[src/rtl/chip_seq_ctrl.sv]
// Command sequencer driving the memory-array chip port: host commands become timed
// strobes, addresses and chip clock pulses. Define CHIP_SEQ_VERIFY_EN for program read-back.
module chip_seq_ctrl #(
  parameter int SETUP_CYCLES = 2,
  parameter int PROG_CYCLES  = 16,
  parameter int INF_CYCLES   = 255,
  parameter int CNT_W        = 8
) (
  input  logic               clk,
  input  logic               rst_n,
  input  logic               cmd_valid_i,
  output logic               cmd_ready_o,
  input  logic [2:0]         cmd_op_i,
  input  logic [7:0]         cmd_row_i,
  input  logic [7:0]         cmd_col_i,
  input  logic [7:0]         cmd_data_i,
  output logic               rsp_valid_o,
  input  logic               rsp_ready_i,
  output logic [4*CNT_W-1:0] rsp_data_o,
  output logic               rsp_err_o,
  output logic               chip_clk_o,
  output logic               cbl_o,
  output logic               cblen_o,
  output logic               cwl_o,
  output logic               inference_o,
  output logic               load_seed_o,
  output logic               read_1_o,
  output logic               read_8_o,
  output logic               load_mem_o,
  output logic               read_out_o,
  output logic               stoch_log_o,
  output logic [7:0]         addr_full_col_o,
  output logic [7:0]         addr_full_row_o,
  output logic [7:0]         seeds_o,
  input  logic [3:0]         bit_out_i
);

  typedef enum logic [2:0] {
    S_IDLE, S_SETUP, S_PULSE, S_INF_LO, S_INF_HI, S_HOLD, S_DONE
  } state_e;

  localparam logic [2:0] OP_NOP   = 3'd0;
  localparam logic [2:0] OP_SEED  = 3'd1;
  localparam logic [2:0] OP_PROG  = 3'd2;
  localparam logic [2:0] OP_READ1 = 3'd3;
  localparam logic [2:0] OP_READ8 = 3'd4;
  localparam logic [2:0] OP_INFER = 3'd5;

  localparam int MAX_AB = (SETUP_CYCLES > PROG_CYCLES) ? SETUP_CYCLES : PROG_CYCLES;
  localparam int MAXC   = (MAX_AB > INF_CYCLES) ? MAX_AB : INF_CYCLES;
  localparam int CW     = $clog2(MAXC + 1);

  state_e          state_q, state_d;
  logic [CW-1:0]   cnt_q, cnt_d;
  logic [2:0]      op_q, op_d;
  logic            vfy_q, vfy_d;
  logic            accept;
  logic            dbit_d;

  logic            cmd_ready_q, rsp_valid_q, rsp_err_q;
  logic [4*CNT_W-1:0] rsp_data_q;
  logic [7:0]      row_q, col_q, seeds_q;
  logic            chip_clk_q, cbl_q, cblen_q, cwl_q, inference_q, load_seed_q;
  logic            read_1_q, read_8_q, load_mem_q, read_out_q, stoch_log_q;
  logic            chip_clk_d, cbl_d, cblen_d, cwl_d, inference_d, load_seed_d;
  logic            read_1_d, read_8_d, load_mem_d, read_out_d, stoch_log_d;

  assign accept = cmd_valid_i && cmd_ready_q;
  assign dbit_d = accept ? cmd_data_i[0] : seeds_q[0];

  // Next-state logic
  always_comb begin
    state_d = state_q;
    cnt_d   = cnt_q;
    op_d    = op_q;
    vfy_d   = vfy_q;
    case (state_q)
      S_IDLE: begin
        if (accept) begin
          op_d  = cmd_op_i;
          vfy_d = 1'b0;
          cnt_d = '0;
          if (cmd_op_i != OP_NOP && cmd_op_i <= OP_INFER) state_d = S_SETUP;
          else                                            state_d = S_DONE;
        end
      end
      S_SETUP: begin
        if (cnt_q == CW'(SETUP_CYCLES - 1)) begin
          cnt_d   = '0;
          // The last setup cycle doubles as the low half of the first chip clock period.
          state_d = (op_q == OP_INFER) ? S_INF_HI : S_PULSE;
        end else begin
          cnt_d = cnt_q + 1'b1;
        end
      end
      S_PULSE: begin
        if (op_q == OP_PROG && !vfy_q && cnt_q != CW'(PROG_CYCLES - 1)) begin
          cnt_d = cnt_q + 1'b1;
        end else begin
          cnt_d   = '0;
          state_d = S_HOLD;
        end
      end
      S_INF_HI: begin
        if (cnt_q == CW'(INF_CYCLES - 1)) begin
          cnt_d   = '0;
          state_d = S_HOLD;
        end else begin
          cnt_d   = cnt_q + 1'b1;
          state_d = S_INF_LO;
        end
      end
      S_INF_LO: state_d = S_INF_HI;
      S_HOLD: begin
`ifdef CHIP_SEQ_VERIFY_EN
        if (op_q == OP_PROG && !vfy_q) begin
          vfy_d   = 1'b1;
          state_d = S_SETUP;
        end else begin
          state_d = S_DONE;
        end
`else
        state_d = S_DONE;
`endif
      end
      S_DONE: if (rsp_ready_i) state_d = S_IDLE;
      default: state_d = S_IDLE;
    endcase
  end

  // Output logic: derived from the next state so strobes are registered and line up with it
  always_comb begin
    logic busy;
    chip_clk_d  = 1'b0;
    cbl_d       = 1'b0;
    cblen_d     = 1'b0;
    cwl_d       = 1'b0;
    inference_d = 1'b0;
    load_seed_d = 1'b0;
    read_1_d    = 1'b0;
    read_8_d    = 1'b0;
    load_mem_d  = 1'b0;
    read_out_d  = 1'b0;
    stoch_log_d = 1'b0;
    busy = (state_d == S_SETUP) || (state_d == S_PULSE) || (state_d == S_INF_LO) ||
           (state_d == S_INF_HI) || (state_d == S_HOLD);
    if (busy) begin
      if (vfy_d) begin
        read_1_d   = 1'b1;
        read_out_d = 1'b1;
      end else begin
        case (op_d)
          OP_SEED:  load_seed_d = 1'b1;
          OP_PROG:  load_mem_d  = 1'b1;
          OP_READ1: begin read_1_d = 1'b1; read_out_d = 1'b1; end
          OP_READ8: begin read_8_d = 1'b1; read_out_d = 1'b1; end
          OP_INFER: begin inference_d = 1'b1; stoch_log_d = dbit_d; end
          default: ;
        endcase
      end
    end
    if (state_d == S_PULSE) begin
      if (op_d == OP_PROG && !vfy_d) begin
        cwl_d   = 1'b1;
        cblen_d = 1'b1;
        cbl_d   = dbit_d;
      end else begin
        chip_clk_d = 1'b1;
      end
    end
    if (state_d == S_INF_HI) chip_clk_d = 1'b1;
  end

  // State register
  always_ff @(posedge clk or negedge rst_n) begin
    if (!rst_n) begin
      state_q     <= S_IDLE;
      cnt_q       <= '0;
      op_q        <= OP_NOP;
      vfy_q       <= 1'b0;
      cmd_ready_q <= 1'b0;
      rsp_valid_q <= 1'b0;
      rsp_err_q   <= 1'b0;
      rsp_data_q  <= '0;
      row_q       <= '0;
      col_q       <= '0;
      seeds_q     <= '0;
      chip_clk_q  <= 1'b0;
      cbl_q       <= 1'b0;
      cblen_q     <= 1'b0;
      cwl_q       <= 1'b0;
      inference_q <= 1'b0;
      load_seed_q <= 1'b0;
      read_1_q    <= 1'b0;
      read_8_q    <= 1'b0;
      load_mem_q  <= 1'b0;
      read_out_q  <= 1'b0;
      stoch_log_q <= 1'b0;
    end else begin
      state_q     <= state_d;
      cnt_q       <= cnt_d;
      op_q        <= op_d;
      vfy_q       <= vfy_d;
      cmd_ready_q <= (state_d == S_IDLE);
      rsp_valid_q <= (state_d == S_DONE);
      chip_clk_q  <= chip_clk_d;
      cbl_q       <= cbl_d;
      cblen_q     <= cblen_d;
      cwl_q       <= cwl_d;
      inference_q <= inference_d;
      load_seed_q <= load_seed_d;
      read_1_q    <= read_1_d;
      read_8_q    <= read_8_d;
      load_mem_q  <= load_mem_d;
      read_out_q  <= read_out_d;
      stoch_log_q <= stoch_log_d;
      if (accept) begin
        row_q      <= cmd_row_i;
        col_q      <= cmd_col_i;
        seeds_q    <= cmd_data_i;
        rsp_data_q <= '0;
        rsp_err_q  <= (cmd_op_i > OP_INFER);
      end
      if (state_q == S_PULSE && (op_q == OP_READ1 || op_q == OP_READ8 || vfy_q)) begin
        rsp_data_q <= {{(4*CNT_W-4){1'b0}}, bit_out_i};
`ifdef CHIP_SEQ_VERIFY_EN
        if (vfy_q) rsp_err_q <= (bit_out_i[0] != seeds_q[0]);
`endif
      end
      if (state_q == S_INF_HI) begin
        for (int i = 0; i < 4; i++) begin
          if (bit_out_i[i] && rsp_data_q[i*CNT_W +: CNT_W] != {CNT_W{1'b1}})
            rsp_data_q[i*CNT_W +: CNT_W] <= rsp_data_q[i*CNT_W +: CNT_W] + 1'b1;
        end
      end
    end
  end

  assign cmd_ready_o     = cmd_ready_q;
  assign rsp_valid_o     = rsp_valid_q;
  assign rsp_data_o      = rsp_data_q;
  assign rsp_err_o       = rsp_err_q;
  assign chip_clk_o      = chip_clk_q;
  assign cbl_o           = cbl_q;
  assign cblen_o         = cblen_q;
  assign cwl_o           = cwl_q;
  assign inference_o     = inference_q;
  assign load_seed_o     = load_seed_q;
  assign read_1_o        = read_1_q;
  assign read_8_o        = read_8_q;
  assign load_mem_o      = load_mem_q;
  assign read_out_o      = read_out_q;
  assign stoch_log_o     = stoch_log_q;
  assign addr_full_col_o = col_q;
  assign addr_full_row_o = row_q;
  assign seeds_o         = seeds_q;

endmodule

[config.mk]
export PLATFORM = sky130hd
export DESIGN_NAME = chip_seq_ctrl
export DESIGN_NICKNAME = d
export VERILOG_FILES = /design/src/rtl/chip_seq_ctrl.sv
export SDC_FILE = /design/constraint.sdc
export NUM_CORES = 1
export LEC_CHECK = 0
export CAP_MARGIN = 20
export CORE_ASPECT_RATIO = 1.4
export CORE_UTILIZATION = 30
export DETAILED_ROUTE_END_ITERATION = 7
export PLACE_DENSITY = 0.58
export SKIP_CTS_REPAIR_TIMING = 1
export SYNTH_ARGS = -nofsm -noshare
export SYNTH_HDL_FRONTEND = slang
export SYNTH_SLANG_ARGS = --single-unit
[constraint.sdc]
create_clock -name clk -period 2.1 [get_ports clk]
set_input_delay 0.525 -clock clk [delete_from_list [all_inputs] [get_ports clk]]
set_output_delay 0.525 -clock clk [all_outputs]
set_load 0.005 [all_outputs]
== Yosys cells after proc, flatten, opt, wreduce, memory -nomap -nowiden ==
Index checks and enable logic that the tools add are counted.
Word-level totals
  word-level logic and storage cells: 134
  bits in writable memories: 0
  output and inout port bits: 70
  memory bits (read-only): 0
  flip-flop bits (word level): 84
  memories: 0
  input port bits: 35
  latch bits: 0
Cells by class
  order comparisons: 2
  $add $sub $neg: 5
  multipliers: 0
  shift operators: 0
  div/mod/pow operators: 0
  eq/ne operators: 29
  bitwise logic cells: 0
  reductions and logical operators: 24
  muxes and demuxes: 53
Operators with widths (count)
  $mux 32: 3
  $mux 8: 8
  $add 8x1->8 const B: 5
  $ne 8x8->1 const B: 4
  $pmux 8 s4: 1
  $mux 1: 31
  $eq 3x3->1 const B: 10
  $mux 3: 9
  $eq 3x2->1 const B: 8
  $pmux 3 s7: 1
  $logic_and 1x1->1: 10
  $eq 3x1->1 const B: 3
  $eq 8x1->1 const B: 1
  $eq 8x8->1 const B: 1
  $ne 8x4->1 const B: 1
  $logic_not 3->1: 2
  $logic_or 1x1->1: 6
  $reduce_bool 4->1: 1
  $gt 3x3->1 const B: 1
  $le 3x3->1 const B: 1
  $reduce_bool 3->1: 1
  $logic_not 1->1: 2
  $ne 2x2->1 const B: 1
  $reduce_and 2->1: 1
  $reduce_or 2->1: 1

== Depth between registers and ports, before layout ==
  depth after elaboration: 11
  depth in mapped cells: 7

== Worst setup path before layout ==
No wires, ideal clock.
  kind: input -> register
  start: input port cmd_valid_i
  end: register cnt_q[7]
  path buffers: 1
  stages: 6
  arrival: 1.743 ns
  setup slack: 0.236 ns
  cell sequence: nand2_1 -> nor4_2 -> or3_1 -> clkbuf_1 -> o21ai_0 -> a22o_1
On the way
  cells in the longest elaborated chain, start to end: 3
Ends and longest elaborated chain
  start: declaration: line 11  | input logic cmd_valid_i,
  $logic_and 1x1->1: line 68  | assign accept = cmd_valid_i && cmd_ready_q;
  $ne 2x2->1 (no line)
  $reduce_and 2->1 (no line)
  end signal: assignment: line 201  | cnt_q <= cnt_d;
  end: declaration: line 54  | logic [CW-1:0] cnt_q, cnt_d;
No other way between the ends.
A chain may end at the register's enable or synchronous reset.

== Worst setup path in the final report ==
  start: register cnt_q[4]
  end: register cnt_q[7]
On the way
  cells in the longest elaborated chain, start to end: 4
  elaborated cells on any way between the ends: 9
  classes of those cells: add/sub (1); eq/ne (3); mux (4); reduce/logical (1)
Ends and longest elaborated chain
  parallel branches: the longest is 3 deep, another holds $add 8x1->8
  $pmux 8 s4 (*): line 77  | case (state_q)
Mark *: on every way between the ends.

==> results by group <==
Clock network
  – Clock-pin slew on the worst setup and hold paths: 0.07 ns
  – Worst-skew pair later-pin latency: 0.33 ns
  – CTS tree: yes
  – Sink Count: 84
  – TritonCTS Buffers: 9
  – Root buffer cell: clkbuf_16
  – Longest Clk Path Bufs: 2
  – H-tree depth: 3

Floorplan
  – Rows: 50
  – Core ar.: 13,300 um2
  – Die height: 140 um
  – Die footprint: 14,100 um2
  – Die Span X: 101 um
  – IO Count: 105
  – Initial cell density of the core: 30.7%

Finish
  – # fillers: 1,323
  – Fin nets: 630
  – Finished Core Util: 44.7%
  – Ant diodes: 0
  – Area grow syn2layout: 45.6%
  – Share of cells above drive strength 1: 12.3%

Synth
  – Yosys reg bits: 84
  – Asr flop ratio synth: 100%
  – Syn_nets: 490
  – Multiplexer area fraction after synthesis: 1.32%
  – Dominant cells by area after synthesis: dfrtp_1 (51%), nand2_1 (9.6%), o21ai_0 (5.1%)
  – Post-synth EDFFs: 0
  – Sequential-to-total area share from yosys stat: 51.4%
  – Synth top area share: 51.4%
  – Yosys top cell by area: dfrtp_1
  – Most common cell in the netlist: nand2_1
  – Combinational family with the most area after synthesis: simple AND/OR/NAND/NOR gates
  – Compound-Gate Fraction of Synth Area: 15.0%
  – Cell variety after synth: 57
  – Mapped Avg Cell Area: 9.13 um2
  – Synth Instances: 448
  – Adder-cell share of the synthesized area: 2.14%
  – Most common flop cell mapped by yosys: dfrtp_1
  – XOR/XNOR Fraction of Synth Area: 1.50%
  – Post-synth top cells: nand2_1 (105), dfrtp_1 (84), o21ai_0 (42)
  – Mapped cell area: 4090 um2
  – Synth Area in Simple Gates: 26.0%
  – Synthesis Warnings: 0

STA
  – Max Freq: 503 MHz
  – Period utilisation layout: 94.6%
  – Final hold violation count: 0
  – Worst-margin pin slew: 0.626 ns
  – Crit path time final: 1.99 ns
  – Final setup vio count: 0
  – Slew Limit Headroom: 58.2%
  – Unrepaired setup endpoints after global routing: yes
  – Final Max Tran Viols: 0
  – Skew final: 0.00798 ns

Placed design
  – Post-detailed-placement half-perimeter wirelength: 8.37 mm
  – Routability congestion estimate: 0.823
  – Port bufs: 104

Worst setup path
  – Nature of the critical path startpoint: flop
  – Crit path capture type: flop
  – CP Data Arrival Time: 2.21 ns
  – CP required: 2.33 ns
  – Critical-path maximum fanout: 6
  – Crit Path Category: reg -> reg

Routing
  – Drt first pass iters: 4
  – Routed Antenna Nets: 0
  – Drt drc: 0
  – Iteration-0 DRC Markers: 181
  – WL final: 11.2 mm
  – Vias: 3,789
  – WL/cell: 14.4 um
  – Via density: 4.89

Outcome
  – Outcome: finished, final reports clean

Power and ir drop
  – P_leak: 2.63 nW
  – Switching part of the total power: 25.8%
  – Max VDD drop: 0.350 mV
  – Switch Pwr: 1.12 mW
  – PD cells: 729 nW/um2
  – Clk pwr share: 40.2%
  – Logic gate share of total power: 16.2%
  – Final Power: 4.34 mW
  – Sequential Power Share: 43.7%
  – Internal: 3.22 mW

GRT
  – First-pass GRT wire length: 18.5 mm
  – Largest net degree at the start of global routing: 36
  – Tot GR Track Use: 16.4%
  – Grt total ovfl: 0
  – Vias in the first global route: 3,727
  – Initial antenna violation count: 0

Flow run
  – Maxcap violations: 0

Hold path
  – Worst hold path class: in -> async
==> cell type report <==
class / count / area (um2) / share of cell area, %
sequential: 84 / 2100 / 35.3
tap: 182 / 228 / 3.83
multi-input combinational: 339 / 1910 / 32.1
timing repair buffer: 144 / 1350 / 22.7
inverter: 10 / 37.5 / 0.631
clock inverter: 6 / 96.3 / 1.62
clock buffer: 10 / 229 / 3.85
==> critical path, cell delays in order (launching register included) <==
cell and delay (ns):
dfrtp_1 0.44, or4_1 0.58, o211ai_1 0.29, and3_2 0.28, o21ai_0 0.10, a22o_1 0.19
==> cells in the final DEF (no fill, tap or decap), types with 2 or more instances in the layout <==
cell type / count
a21oi_1: 15
a31oi_1: 7
and2_1: 3
and3_1: 7
buf_4: 40
bufinv_16: 2
clkbuf_16: 9
clkdlybuf4s50_1: 103
dfrtp_1: 84
ha_1: 7
inv_1: 10
mux2_2: 3
mux2i_1: 2
nand2_1: 105
nand2b_1: 5
nand3_1: 22
nand3b_1: 3
nand4_1: 4
nor2_1: 37
nor2b_1: 7
nor3_1: 7
nor3_2: 3
nor3b_1: 6
nor4_2: 2
o21ai_0: 42
o22ai_1: 3
o311a_1: 3
o311ai_2: 3
o31ai_1: 3
o41ai_1: 3
or3_1: 2
or4_1: 2
xnor2_1: 2
xor2_1: 5
==> flip-flops by register name, indices dropped and copies added, names as in the netlist <==
signal / cells
addr_full_col_o: 8
addr_full_row_o: 8
cbl_o: 1
chip_clk_o: 1
cmd_ready_o: 1
cnt_q: 8
cwl_o: 1
inference_o: 1
load_mem_o: 1
load_seed_o: 1
op_q: 3
read_1_o: 1
read_8_o: 1
read_out_o: 1
rsp_data_o: 32
rsp_err_o: 1
rsp_valid_o: 1
seeds_o: 8
state_q: 3
stoch_log_o: 1
vfy_q: 1
==> kinds of logic (layout without fill, tap and decap cells) <==
family / count (synthesis) / after routing
adder cells (fa/ha/maj): 7 / 7
buffers and inverters: 25 / 170
flip-flops: 84 / 84
multiplexers: 5 / 5
AND/OR/NAND/NOR: 224 / 224
AO/OA/AOI/OAI: 96 / 96
XOR/XNOR: 7 / 7
==> metal layers <==
layer  track usage (%)  routed length [um]
met5                 0                   0
met4              6.64                 277
met3              2.45                 341
met2              29.4                5950
met1              19.4                4590
==> through the flow <==
stage          TNS (ns)  cells  hold WS [ns]  setup slack (ns)  area (um2)
2_1_floorplan         0    448         0.229             0.236        4090
3_3_place_gp      -1.17    759         0.426            -0.163        5600
3_5_place_dp      -1.43    759         0.426            -0.187        5600
4_1_cts               0    775        0.0615            0.0641        5920
5_1_grt        -0.00190    775        0.0751          -0.00190        5950
6_report              0    775        0.0628             0.113        5950
==> power groups by stage <==
stage	logic (mW)	clock network [mW]	registers, mW
3_5_place_dp	0.711	0	1.92
6_report	0.702	1.74	1.89
2_1_floorplan	0.228	0	1.92
4_1_cts	0.712	1.79	1.89
5_1_grt	0.790	1.86	1.92
3_3_place_gp	0.691	0	1.92
==> final timing paths <==
check / start / to / slack (ns) / depth (start not counted)
max reg2reg: cnt_q[4] / cnt_q[7] / 0.11 / 5
max: cnt_q[4] / cnt_q[7] / 0.11 / 5
min: rst_n / addr_full_col_o[0] / 0.06 / 1
min in group clk: seeds_o[7] / seeds_o[7] / 0.47 / 2
min reg2reg: seeds_o[7] / seeds_o[7] / 0.47 / 2
max in group asynchronous: rst_n / op_q[1] / 1.30 / 2
Note: power is estimated with default switching activity, not from simulation.
